`src/rtl/measure_bcd_conv_if.sv`:
```
// ============================================================================
// Module      : measure_bcd_conv_if
// Description : Bundle of binary measurement inputs and packed-BCD results
//               exchanged between the measurement stage, the converter and
//               the display/overlay logic.
// Revision    : 1.0 - initial release
// ============================================================================
`default_nettype none

interface measure_bcd_conv_if;
  logic [19:0] ad_freq;
  logic [7:0]  ad_vpp;
  logic [7:0]  ad_max;
  logic [7:0]  ad_min;
  logic [27:0] freq_bcd;
  logic [15:0] vpp_bcd;
  logic [11:0] max_bcd;
  logic [11:0] min_bcd;
  logic        bcd_valid;
  logic        busy;

  // Measurement side: supplies binary results, observes BCD results.
  modport master (
    output ad_freq, ad_vpp, ad_max, ad_min,
    input  freq_bcd, vpp_bcd, max_bcd, min_bcd, bcd_valid, busy
  );

  // Converter side.
  modport slave (
    input  ad_freq, ad_vpp, ad_max, ad_min,
    output freq_bcd, vpp_bcd, max_bcd, min_bcd, bcd_valid, busy
  );
endinterface

`default_nettype wire

```
`src/rtl/measure_bcd_conv.sv`:
```
// ============================================================================
// Module      : measure_bcd_conv
// Description : Periodically snapshots frequency, Vpp, max and min results,
//               scales Vpp to millivolts and converts all four to packed BCD
//               with a sequential double-dabble (one shift per clock).
//               Optional macro MEAS_LEADING_ZERO_BLANK_EN replaces leading
//               zero digits (above the LSD) with the blank code 4'hF.
// Revision    : 1.0 - initial release
// ============================================================================
`default_nettype none

module measure_bcd_conv #(
  parameter logic [31:0] CLK_FS     = 32'd50_000_000,
  parameter logic [31:0] REFRESH_HZ = 32'd10,
  parameter logic [13:0] VFS_MV     = 14'd10000
) (
  input  wire logic         clk,
  input  wire logic         rstn,
  measure_bcd_conv_if.slave bus
);

  localparam logic [31:0] PERIOD      = CLK_FS / REFRESH_HZ;
  localparam logic [31:0] PERIOD_LAST = PERIOD - 32'd1;
  localparam logic [4:0]  F_LAST      = 5'd19;  // 20 shifts for frequency
  localparam logic [4:0]  V_LAST      = 5'd13;  // 14 shifts for Vpp in mV
  localparam logic [4:0]  B_LAST      = 5'd7;   // 8 shifts for max/min

  typedef enum logic [2:0] {
    S_IDLE    = 3'd0,
    S_LOAD    = 3'd1,
    S_CONV_F  = 3'd2,
    S_CONV_V  = 3'd3,
    S_CONV_MX = 3'd4,
    S_CONV_MN = 3'd5,
    S_DONE    = 3'd6
  } state_t;

  state_t      state_q, state_d;
  logic [4:0]  step_q, step_d;
  logic [31:0] cnt_q;
  logic        tick;

  // Shared double-dabble shifter: value to convert is left-aligned in bin.
  logic [27:0] sh_bcd_q, sh_bcd_d;
  logic [19:0] sh_bin_q, sh_bin_d;

  // Snapshot of the inputs still waiting for their turn in the shifter.
  logic [13:0] vmv_q, vmv_d;
  logic [7:0]  mx_q, mx_d;
  logic [7:0]  mn_q, mn_d;

  // Finished conversions, held until all four can be published together.
  logic [27:0] res_f_q, res_f_d;
  logic [15:0] res_v_q, res_v_d;
  logic [11:0] res_mx_q, res_mx_d;

  // Published outputs.
  logic [27:0] out_f_q, out_f_d;
  logic [15:0] out_v_q, out_v_d;
  logic [11:0] out_mx_q, out_mx_d;
  logic [11:0] out_mn_q, out_mn_d;
  logic        valid_q, valid_d;

  logic [21:0] prod;
  logic [27:0] adj;
  logic [27:0] step_bcd;
  logic [19:0] step_bin;
  logic [27:0] bl_f, bl_v, bl_mx, bl_mn;
  logic        unused_bits;

  // Vpp scaling: 8-bit code times full-scale mV, keep the integer part of /256.
  assign prod = {14'd0, bus.ad_vpp} * {8'd0, VFS_MV};

  assign tick = (cnt_q == PERIOD_LAST);

  // Free-running refresh counter, wraps at PERIOD-1 regardless of FSM state.
  always_ff @(posedge clk or negedge rstn) begin
    if (!rstn) begin
      cnt_q <= '0;
    end else if (tick) begin
      cnt_q <= '0;
    end else begin
      cnt_q <= cnt_q + 32'd1;
    end
  end

  // Double-dabble adjust: every BCD nibble >= 5 gets +3 before the shift.
  always_comb begin
    adj = sh_bcd_q;
    for (int i = 0; i < 7; i++) begin
      if (sh_bcd_q[i*4 +: 4] >= 4'd5) begin
        adj[i*4 +: 4] = sh_bcd_q[i*4 +: 4] + 4'd3;
      end
    end
  end

  // The top adjusted bit never carries for values that fit 7 digits.
  assign step_bcd = {adj[26:0], sh_bin_q[19]};
  assign step_bin = {sh_bin_q[18:0], 1'b0};

`ifdef MEAS_LEADING_ZERO_BLANK_EN
  // Replace leading zero digits above the LSD of an nd-digit field with 4'hF.
  function automatic logic [27:0] blank_lz(input logic [27:0] v, input int nd);
    logic [27:0] r;
    logic        lead;
    r    = v;
    lead = 1'b1;
    for (int i = 6; i >= 1; i--) begin
      if (i < nd && lead) begin
        if (v[i*4 +: 4] == 4'd0) begin
          r[i*4 +: 4] = 4'hF;
        end else begin
          lead = 1'b0;
        end
      end
    end
    return r;
  endfunction

  assign bl_f  = blank_lz(res_f_q, 7);
  assign bl_v  = blank_lz({12'd0, res_v_q}, 4);
  assign bl_mx = blank_lz({16'd0, res_mx_q}, 3);
  assign bl_mn = blank_lz({16'd0, step_bcd[11:0]}, 3);
`else
  assign bl_f  = res_f_q;
  assign bl_v  = {12'd0, res_v_q};
  assign bl_mx = {16'd0, res_mx_q};
  assign bl_mn = {16'd0, step_bcd[11:0]};
`endif

  assign unused_bits = ^{adj[27], prod[7:0], bl_v[27:16], bl_mx[27:12], bl_mn[27:12]};

  // FSM state and step counter registers.
  always_ff @(posedge clk or negedge rstn) begin
    if (!rstn) begin
      state_q <= S_IDLE;
      step_q  <= '0;
    end else begin
      state_q <= state_d;
      step_q  <= step_d;
    end
  end

  // FSM next state: each CONV stage ends when the step counter hits its last shift.
  always_comb begin
    state_d = state_q;
    step_d  = step_q;
    case (state_q)
      S_IDLE: begin
        if (tick) state_d = S_LOAD;
      end
      S_LOAD: begin
        state_d = S_CONV_F;
        step_d  = '0;
      end
      S_CONV_F: begin
        if (step_q == F_LAST) begin
          state_d = S_CONV_V;
          step_d  = '0;
        end else begin
          step_d = step_q + 5'd1;
        end
      end
      S_CONV_V: begin
        if (step_q == V_LAST) begin
          state_d = S_CONV_MX;
          step_d  = '0;
        end else begin
          step_d = step_q + 5'd1;
        end
      end
      S_CONV_MX: begin
        if (step_q == B_LAST) begin
          state_d = S_CONV_MN;
          step_d  = '0;
        end else begin
          step_d = step_q + 5'd1;
        end
      end
      S_CONV_MN: begin
        if (step_q == B_LAST) begin
          state_d = S_DONE;
          step_d  = '0;
        end else begin
          step_d = step_q + 5'd1;
        end
      end
      S_DONE: begin
        state_d = S_IDLE;
      end
      default: begin
        state_d = S_IDLE;
        step_d  = '0;
      end
    endcase
  end

  // Datapath next state: load snapshot, shift, hand off between stages, publish.
  always_comb begin
    sh_bcd_d = sh_bcd_q;
    sh_bin_d = sh_bin_q;
    vmv_d    = vmv_q;
    mx_d     = mx_q;
    mn_d     = mn_q;
    res_f_d  = res_f_q;
    res_v_d  = res_v_q;
    res_mx_d = res_mx_q;
    out_f_d  = out_f_q;
    out_v_d  = out_v_q;
    out_mx_d = out_mx_q;
    out_mn_d = out_mn_q;
    valid_d  = 1'b0;
    case (state_q)
      S_LOAD: begin
        sh_bcd_d = '0;
        sh_bin_d = bus.ad_freq;
        vmv_d    = prod[21:8];
        mx_d     = bus.ad_max;
        mn_d     = bus.ad_min;
      end
      S_CONV_F: begin
        sh_bcd_d = step_bcd;
        sh_bin_d = step_bin;
        if (step_q == F_LAST) begin
          res_f_d  = step_bcd;
          sh_bcd_d = '0;
          sh_bin_d = {vmv_q, 6'd0};
        end
      end
      S_CONV_V: begin
        sh_bcd_d = step_bcd;
        sh_bin_d = step_bin;
        if (step_q == V_LAST) begin
          res_v_d  = step_bcd[15:0];
          sh_bcd_d = '0;
          sh_bin_d = {mx_q, 12'd0};
        end
      end
      S_CONV_MX: begin
        sh_bcd_d = step_bcd;
        sh_bin_d = step_bin;
        if (step_q == B_LAST) begin
          res_mx_d = step_bcd[11:0];
          sh_bcd_d = '0;
          sh_bin_d = {mn_q, 12'd0};
        end
      end
      S_CONV_MN: begin
        sh_bcd_d = step_bcd;
        sh_bin_d = step_bin;
        // Publish on entry to DONE so outputs and the pulse appear in DONE together.
        if (step_q == B_LAST) begin
          out_f_d  = bl_f;
          out_v_d  = bl_v[15:0];
          out_mx_d = bl_mx[11:0];
          out_mn_d = bl_mn[11:0];
          valid_d  = 1'b1;
        end
      end
      default: begin
      end
    endcase
  end

  // Datapath registers; reset discards any partial conversion.
  always_ff @(posedge clk or negedge rstn) begin
    if (!rstn) begin
      sh_bcd_q <= '0;
      sh_bin_q <= '0;
      vmv_q    <= '0;
      mx_q     <= '0;
      mn_q     <= '0;
      res_f_q  <= '0;
      res_v_q  <= '0;
      res_mx_q <= '0;
      out_f_q  <= '0;
      out_v_q  <= '0;
      out_mx_q <= '0;
      out_mn_q <= '0;
      valid_q  <= 1'b0;
    end else begin
      sh_bcd_q <= sh_bcd_d;
      sh_bin_q <= sh_bin_d;
      vmv_q    <= vmv_d;
      mx_q     <= mx_d;
      mn_q     <= mn_d;
      res_f_q  <= res_f_d;
      res_v_q  <= res_v_d;
      res_mx_q <= res_mx_d;
      out_f_q  <= out_f_d;
      out_v_q  <= out_v_d;
      out_mx_q <= out_mx_d;
      out_mn_q <= out_mn_d;
      valid_q  <= valid_d;
    end
  end

  assign bus.freq_bcd  = out_f_q;
  assign bus.vpp_bcd   = out_v_q;
  assign bus.max_bcd   = out_mx_q;
  assign bus.min_bcd   = out_mn_q;
  assign bus.bcd_valid = valid_q;
  assign bus.busy      = (state_q != S_IDLE);

endmodule

`default_nettype wire

```
`src/flat_wrapper.sv`:
```
// flat-port wrapper written by rule: the top's interface ports become plain ports
module measure_bcd_conv_flat 
#(
  parameter logic [31:0] CLK_FS     = 32'd50_000_000,
  parameter logic [31:0] REFRESH_HZ = 32'd10,
  parameter logic [13:0] VFS_MV     = 14'd10000
)
  (clk, rstn, bus_ad_freq, bus_ad_vpp, bus_ad_max, bus_ad_min, bus_freq_bcd, bus_vpp_bcd, bus_max_bcd, bus_min_bcd, bus_bcd_valid, bus_busy);
  measure_bcd_conv_if bus_i ();
  input  wire logic clk;
  input  wire logic rstn;
  input wire logic [$bits(bus_i.ad_freq)-1:0] bus_ad_freq;
  input wire logic [$bits(bus_i.ad_vpp)-1:0] bus_ad_vpp;
  input wire logic [$bits(bus_i.ad_max)-1:0] bus_ad_max;
  input wire logic [$bits(bus_i.ad_min)-1:0] bus_ad_min;
  output wire logic [$bits(bus_i.freq_bcd)-1:0] bus_freq_bcd;
  output wire logic [$bits(bus_i.vpp_bcd)-1:0] bus_vpp_bcd;
  output wire logic [$bits(bus_i.max_bcd)-1:0] bus_max_bcd;
  output wire logic [$bits(bus_i.min_bcd)-1:0] bus_min_bcd;
  output wire logic [$bits(bus_i.bcd_valid)-1:0] bus_bcd_valid;
  output wire logic [$bits(bus_i.busy)-1:0] bus_busy;
  assign bus_i.ad_freq = bus_ad_freq;
  assign bus_i.ad_vpp = bus_ad_vpp;
  assign bus_i.ad_max = bus_ad_max;
  assign bus_i.ad_min = bus_ad_min;
  assign bus_freq_bcd = bus_i.freq_bcd;
  assign bus_vpp_bcd = bus_i.vpp_bcd;
  assign bus_max_bcd = bus_i.max_bcd;
  assign bus_min_bcd = bus_i.min_bcd;
  assign bus_bcd_valid = bus_i.bcd_valid;
  assign bus_busy = bus_i.busy;
  measure_bcd_conv #(.CLK_FS(CLK_FS), .REFRESH_HZ(REFRESH_HZ), .VFS_MV(VFS_MV)) u_core (.clk(clk), .rstn(rstn), .bus(bus_i));
endmodule
```
`config.mk`:
```
export PLATFORM = sky130hd
export DESIGN_NAME = measure_bcd_conv_flat
export DESIGN_NICKNAME = d
export VERILOG_FILES = /design/src/rtl/measure_bcd_conv_if.sv /design/src/rtl/measure_bcd_conv.sv /design/src/flat_wrapper.sv
export SDC_FILE = /design/constraint.sdc
export NUM_CORES = 1
export LEC_CHECK = 0
export CORE_MARGIN = 5
export CORE_UTILIZATION = 55
export DETAILED_ROUTE_END_ITERATION = 10
export HOLD_SLACK_MARGIN = 0.05
export PLACE_DENSITY = 0.77
export SLEW_MARGIN = 20
export SYNTH_ARGS = -nofsm -noshare
export SYNTH_HDL_FRONTEND = slang
export SYNTH_SLANG_ARGS = --single-unit
```
`constraint.sdc`:
```
create_clock -name clk -period 3.5 [get_ports clk]
set_clock_uncertainty 0.2 [all_clocks]
set_input_delay 0.7 -clock clk [delete_from_list [all_inputs] [get_ports clk]]
set_output_delay 0.7 -clock clk [all_outputs]
set_load 0.005 [all_outputs]
```
Word level (Yosys, flattened, before mapping)
Index checks and enable logic that the tools add are counted.
{ "classes": {"n_mul": 1, "eq_ne": 15, "magnitude_cmp": 7, "add_sub_neg": 9, "n_mux": 28, "reduce_logical": 10} }
{ "ops": {"columns": ["operator", "n"], "rows": [
  ["$pmux 28 s5", 1],
  ["$pmux 20 s5", 1],
  ["$mux 28", 3],
  ["$mux 20", 3],
  ["$add 32x1->32 const B", 1],
  ["$eq 32x23->1 const B", 1],
  ["$mux 32", 1],
  ["$ge 4x3->1 const B", 7],
  ["$add 4x2->4 const B", 6],
  ["$mux 4", 6],
  ["$pmux 5 s4", 1],
  ["$mul 8x10->18 const B", 1],
  ["$mux 3", 6],
  ["$pmux 3 s6", 1],
  ["$mux 5", 3],
  ["$ne 2x1->1 const B", 5],
  ["$eq 3x3->1 const B", 3],
  ["$reduce_and 2->1", 4],
  ["$eq 3x2->1 const B", 2],
  ["$add 5x1->5 const B", 1],
  ["$eq 5x3->1 const B", 1],
  ["$eq 5x4->1 const B", 1],
  ["$eq 5x5->1 const B", 1],
  ["$reduce_and 5->1", 1],
  ["7 further kinds", 9]
]} }
{ "totals": {"output_inout_bits": 70, "elab_cells": 86, "in_bits": 46, "ff_bits": 243} }

Logic depth before layout (Yosys ltp)
Gate-level depths: netlist of run 1.
{ "logic_depth": {"word_depth": 4, "ltp_mapped": 13, "depth_no_buf": 12} }

Worst setup path after synthesis of run 1
No wires, ideal clock.
{ "synth_path": {"path_kind": "input to register", "from": "input bus_ad_vpp[2]", "to": "register u_core.vmv_q[12]", "setup_ns": 0.069, "path_slack_ns": -0.676, "t_required_ns": 3.231, "stages": 12, "arrival_time_ns": 3.907, "n_path_buf": 0, "cell_sequence": "ha_1 -> ha_1 -> inv_1 -> fa_1 -> fa_1 -> inv_1 -> fa_1 -> a211o_1 -> a21oi_1 -> o21ai_0 -> or4b_1 -> nand3_1"} }
{ "synth_between": {"elab_chain_len": 1} }
{ "synth_lines": {"columns": ["element", "line_no", "rtl"], "rows": [
  ["start: declaration", "flat_wrapper.sv:13", "input wire logic [$bits(bus_i.ad_vpp)-1:0] bus_ad_vpp;"],
  ["$mul 8x10->18", "measure_bcd_conv.sv:72", "assign prod = {14'd0, bus.ad_vpp} * {8'd0, VFS_MV};"],
  ["end signal: assignment", "measure_bcd_conv.sv:284", "vmv_q <= vmv_d;"],
  ["end: declaration", "measure_bcd_conv.sv:48", "logic [13:0] vmv_q, vmv_d;"]
]} }
No other way between the ends.
A chain may end at the register's enable or synchronous reset.

Worst setup path after layout of run 1
{ "layout_path": {"from": "input bus_ad_vpp[3]", "to": "register u_core.vmv_q[12]"} }
Same word-level chain as after synthesis.

==> metrics.md, run 1 <==
| Metric | Value |
|---|---|
| Initial Util | 56.2% |
| Max-Cap Viols | 0 |
| Netlist Area Pre-Place | 11500 um^2 |
| Worst Setup End Kind | register |
| Max IR drop VDD | 0.376 mV |
| Die height | 154 um |
| Post-DP HPWL | 16500 um |
| Area leader, netlist | dfrtp_1 |
| Met3 Routed Length | 1250 um |
| Hold/Removal Path Class | reg -> reg |
| Pin count of the biggest net entering global routing | 83 |
| Die width | 154 um |
| Top FF cell, synth | dfrtp_1 |
| Fin crit period | 3.55 ns |
| Worst hold slack | 0.276 ns |
| # nets final | 1318 |
| Yosys reg bits | 243 |
| TritonCTS buffer count | 25 |
| Top sig layer | met4 |
| Pre-antenna DRT Iters | 7 |
| Reg clk slew, reported paths | 0.05 ns |
| Worst EP arrival | 3.80 ns |
| Final hold vios | 0 |
| Final Cycle Share | 102% |
| Largest cells by area after synthesis | dfrtp_1, nand2_1, mux2_2 |
| Core Util, Final | 69.2% |
| Startpoint type of the worst setup path | input port |
| Vias in the first global route | 8166 |
| Post-layout worst setup margin | -0.0527 ns |
| Placement row count | 52 |
| Setup-failing EPs final | 1 |
| Global Route Usage Sum | 20.0% |
| Design area | 14100 um^2 |
| Leakage | 6.65 nW |
| Failing checks | negative setup slack |
| Cell variety after synth | 65 |
| Commonest cells post-synth | dfrtp_1, nand2_1, o21ai_0 |
| Final Power | 6.16 mW |
| Worst endpoint required time | 3.74 ns |
| Top-area cell type share of the netlist area | 53.1% |
| Initial antenna violation count | 0 |
| CTS root buf | clkbuf_16 |
| DR DRC count | 0 |
| # port buffers | 115 |
| Cells after synthesis | 1056 |
| Clock sink count | 243 |
| Routed via count | 8296 |
| Post-synth EDFFs | 0 |
| Synth-to-layout area growth | 23.0% |
| Drt total wl | 24200 um |
| RSZ-0062 raised after global routing | true |
| Slew headroom | 34.3% |
| Register area share after synthesis | 53.1% |
| Full die area | 23800 um^2 |
| Outcome | finished, violations left |
| Most frequent cell after synthesis | dfrtp_1 |
| FMAX | 281 MHz |
| CORE AREA | 20400 um^2 |
| First-pass GRT wire length | 40400 um |
| CP Class | in -> reg |
| Ratio of cells with drive above 1 in the final layout | 16.5% |
| YS warnings | 0 |
| M1 WL | 10800 um |
| GRT overflow | 0 |
| Met2 WL | 11800 um |
| Final ANT Viol Nets | 0 |
| Slew @ Worst Pin | 0.986 ns |
| Synth Net Count | 1170 |
| Async SR Flop Fraction | 100% |
| Routed length per instance | 16.3 um |
| Power per cell area | 438 nW/um^2 |
| Via density | 5.58 |
| Mean cell area of the mapped netlist | 10.8 um^2 |
| CTS tree | built |
| Crit Path Max Fanout | 2 |
| Gpl congestion | 0.812 |
| Initial DRC Count | 634 |
| Slew Viols, Final | 0 |
| Area after DPL | 13200 um^2 |
| Ant. Diodes | 0 |
| Clock latency on the worst-skew pair | 0.52 ns |
| CTS max path bufs | 3 |
| Ports | 116 |
| H-tree level count | 1 |
-- metrics by stage --
step / cells / TNS, ns / worst slack [ns]
after floorplan: 1056 / -0.939 / -0.454
after global placement: 1440 / -7.66 / -1.04
after detailed placement: 1440 / -8.40 / -1.12
after CTS: 1486 / -0.0906 / -0.0906
after global routing: 1488 / -0.209 / -0.164
final: 1488 / -0.0527 / -0.0527
-- final cells by class --
cell class / instances / area, um^2
Clock buffer: 35 / 723
Clock inverter: 6 / 48.8
Fill cell: 1530 / 6280
Inverter: 47 / 176
Multi-Input combinational cell: 720 / 5160
Sequential cell: 243 / 6080
Tap cell: 270 / 338
Timing Repair Buffer: 167 / 1560
-- cell families (layout without fill, tap and decap cells) --
| logic type | Yosys count | count (layout) | synth area share (%) |
|---|---|---|---|
| AND/OR/NAND/NOR | 336 | 336 | 14.2 |
| flip-flops | 243 | 243 | 53.1 |
| AO/OA/AOI/OAI | 203 | 203 | 11.1 |
| buffers and inverters | 93 | 255 | 3.27 |
| multiplexers | 70 | 70 | 6.81 |
| adder cells (fa/ha/maj) | 68 | 68 | 8.22 |
| XOR/XNOR | 43 | 43 | 3.29 |
-- worst paths after layout --
kind / to / slack (ns) / start / depth (start not counted)
min in group asynchronous: u_core.res_v_q[9] / 0.54 / rstn / 2
worst min register to register: u_core.mx_q[3] / 0.28 / u_core.mx_q[3] / 2
max in group asynchronous: u_core.vmv_q[1] / 1.74 / rstn / 3
worst max register to register: u_core.res_v_q[10] / 0.66 / u_core.state_q[0] / 5
worst min-delay path: u_core.mx_q[3] / 0.28 / u_core.mx_q[3] / 2
worst max-delay path: u_core.vmv_q[12] / -0.05 / bus_ad_vpp[3] / 13
-- metal layers --
metal | GRT usage, % | vias up
met3 | 2.88 | 31
met2 | 33.2 | 221
li1 | - | 3985
met1 | 28.5 | 4059
met4 | 3.99 | 0
met5 | 0 | -
-- sequential cells by signal, indices dropped and copies added (netlist names) --
register	count
u_core.bl_f	28
u_core.bus.min_bcd	12
u_core.bus.freq_bcd	28
u_core.mx_q	8
u_core.bus.bcd_valid	1
u_core.step_q	5
u_core.res_mx_q	12
u_core.cnt_q	32
u_core.vmv_q	14
u_core.bus.vpp_bcd	16
u_core.sh_bin_q	20
u_core.sh_bcd_q	28
u_core.bus.max_bcd	12
u_core.mn_q	8
u_core.res_v_q	16
u_core.state_q	3
-- report_power, final --
| part | internal (mW) | switching, mW |
|---|---|---|
| Clock | 1.44 | 1.04 |
| Sequential | 2.82 | 0.0136 |
| Combinational | 0.436 | 0.407 |
-- layout by cell type, fill, tap and decap left out, drive strengths merged, types with 8 or more instances in the layout --
master / instances
dfrtp: 243
ha: 56
inv: 48
nand2b: 11
nand3: 20
a22oi: 8
xor2: 21
clkbuf: 36
nand4: 9
a21oi: 48
nor2: 40
nand2: 192
o22ai: 18
a222oi: 11
clkdlybuf4s50: 106
buf: 57
mux2: 63
o211ai: 9
xnor2: 22
and3: 9
nor3b: 19
fa: 12
o21ai: 73
-- repair_timing --
action                                  CTS  global route
endpoints found under the hold margin    78             0
resized for setup                        29            13
pin swaps                                15            11
buffers inserted                          4             2
endpoints found under the setup margin    9             6
hold buffers                              1             0
-- critical path, stage by stage --
cell and delay [ns]:
buf_8 0.10, ha_4 0.23, ha_4 0.26, inv_2 0.03, fa_1 0.46, fa_1 0.53, inv_2 0.05, fa_2 0.34
a211o_1 0.27, a21oi_2 0.20, o21ai_2 0.07, or4b_1 0.47, nand3_1 0.08
Note: power is estimated with default switching activity, not from simulation.
==> run 2, diff against run 1 <==
--- a/config.mk
+++ b/config.mk
@@ -14,3 +14,4 @@
 export SYNTH_ARGS = -nofsm -noshare
 export SYNTH_HDL_FRONTEND = slang
 export SYNTH_SLANG_ARGS = --single-unit
+export TNS_END_PERCENT = 10
==> metrics.md, run 2 (synthesized netlist as in run 1, its figures left out) <==
| Metric | Value |
|---|---|
| Initial antenna violation count | 0 |
| Buf/Inv on CP | 3 |
| Placement row count | 52 |
| CP Class | in -> reg |
| Area occupied by registers | 6080 um^2 |
| Clock latency on the worst-skew pair | 0.52 ns |
| Worst EP arrival | 3.85 ns |
| Worst endpoint required time | 3.75 ns |
| First-pass GRT wire length | 40700 um |
| Ports | 116 |
| Max FFs per register | 32 |
| Highest-count cells in the layout ignoring fill and taps | dfrtp_1, nand2_1, clkdlybuf4s50_1 |
| Post-DP HPWL | 17000 um |
| CTS max path bufs | 3 |
| Reg clk slew, reported paths | 0.06 ns |
| Die height | 154 um |
| GRT overflow | 0 |
| Leakage | 6.62 nW |
| Final hold vios | 0 |
| CTS tree | built |
| Multi-input logic area | 5090 um^2 |
| Ratio of cells with drive above 1 in the final layout | 15.6% |
| Final Power | 6.13 mW |
| CP max stage delay | 0.51 ns |
| Placed insts | 1442 |
| RSZ-0062 raised after global routing | true |
| Initial DRC Count | 421 |
| # port buffers | 115 |
| H-tree level count | 1 |
| Routed length per instance | 16.3 um |
| Post-layout worst setup margin | -0.0985 ns |
| Vias in the first global route | 8267 |
| Slew Viols, Final | 0 |
| Clock sink count | 243 |
| Fin cells | 1484 |
| Slowest stage cell, crit path | fa_1 |
| Commonest non-fill, non-tap cell in the layout | dfrtp_1 |
| Synth-to-layout area growth | 22.3% |
| Final ANT Viol Nets | 0 |
| Fin crit period | 3.60 ns |
| Setup-failing EPs final | 1 |
| Cell chain of the critical path | buf_8, ha_4, ha_4, inv_2, fa_1, fa_1, inv_2, fa_2, a211o_1, a21oi_2, o21ai_1, or4b_1, nand3_2 |
| Top reg by flops | u_core.cnt_q |
| TritonCTS buffer count | 24 |
| CP delay by family, top | adder cells |
| CORE AREA | 20400 um^2 |
| Global Route Usage Sum | 20.3% |
| Die width | 154 um |
| Crit Path Max Fanout | 2 |
| Via density | 5.62 |
| Max IR drop VDD | 0.389 mV |
| Final Cycle Share | 103% |
| Pin count of the biggest net entering global routing | 82 |
| CTS root buf | clkbuf_16 |
| Worst Setup End Kind | register |
| Slew @ Worst Pin | 0.982 ns |
| Drt total wl | 24300 um |
| DR DRC count | 0 |
| Full die area | 23800 um^2 |
| FMAX | 278 MHz |
| Failing checks | negative setup slack |
| Post-place setup slack | -1.11 ns |
| Gpl congestion | 0.824 |
| Power per cell area | 438 nW/um^2 |
| # nets final | 1315 |
| Startpoint type of the worst setup path | input port |
| Ant. Diodes | 0 |
| Setup_tns | -0.0985 ns |
| Routed via count | 8335 |
| Initial Util | 56.2% |
| Reg2reg setup slack | 0.87 ns |
| Slew headroom | 34.5% |
| Hold/Removal Path Class | reg -> reg |
| Max-Cap Viols | 0 |
| Pre-antenna DRT Iters | 5 |
| Outcome | finished, violations left |
| Layout filler cell count | 1550 |
-- run 2: through the flow --
stage          area (um^2)  utilization (%)  hold slack [ns]
2_1_floorplan        11500                -            0.204
4_1_cts              14000             68.7            0.280
6_report             14000             68.8            0.278
3_3_place_gp         13200             64.8            0.258
3_5_place_dp         13200             64.8            0.263
5_1_grt              14000             68.8            0.300
-- run 2: worst paths after layout --
check / from / end / depth (start not counted)
max in group asynchronous: rstn / u_core.cnt_q[4] / 3
worst min register to register: u_core.vmv_q[3] / u_core.vmv_q[3] / 2
worst max register to register: u_core.state_q[0] / u_core.sh_bcd_q[13] / 4
worst min-delay path: u_core.vmv_q[3] / u_core.vmv_q[3] / 2
worst max-delay path: bus_ad_vpp[3] / u_core.vmv_q[12] / 13
min in group asynchronous: rstn / u_core.bus.min_bcd[7] / 2
-- run 2: cell type report --
cell class,instances,share of cell area (%)
clock buffer,30,4.66
timing repair buffer,165,11.1
sequential,243,43.4
inverter,47,1.26
clock inverter,9,0.822
tap,270,2.41
multi-input combinational,720,36.3
-- run 2: worst register-to-register path: stages, from the launching register on --
cell,delay [ns]
dfrtp_1,0.58
nor4_2,0.54
buf_4,0.29
o31a_1,0.65
o22ai_1,0.21
-- run 2: metal layers --
layer | wire length (um) | vias to the layer above | global-route usage [%]
met5 | 0 | - | 0
met4 | 587 | 0 | 4.75
met3 | 1070 | 44 | 2.29
met2 | 11800 | 217 | 34.1
met1 | 10800 | 4109 | 28.6
li1 | - | 3965 | -
-- run 2: repair_timing --
item | CTS | global route
hold buffers | 1 | 0
endpoints found under the hold margin | 70 | 0
setup buffers | 2 | 0
resized for setup | 30 | 6
setup endpoints to repair | 9 | 6
pin swaps | 16 | 1
-- run 2: report_power, final --
group	leakage, nW	switching, mW	internal (mW)
clock network	0.372	1.04	1.47
logic	3.08	0.392	0.394
registers	3.17	0.0149	2.82
total	6.62	1.45	4.68
==> run 3, diff against run 2 <==
--- a/config.mk
+++ b/config.mk
@@ -5,6 +5,7 @@
 export SDC_FILE = /design/constraint.sdc
 export NUM_CORES = 1
 export LEC_CHECK = 0
+export CAP_MARGIN = 20
 export CORE_MARGIN = 5
 export CORE_UTILIZATION = 55
 export DETAILED_ROUTE_END_ITERATION = 10
==> results of run 3 <==
Final layout, timing and power as in run 2 (identical DEF).
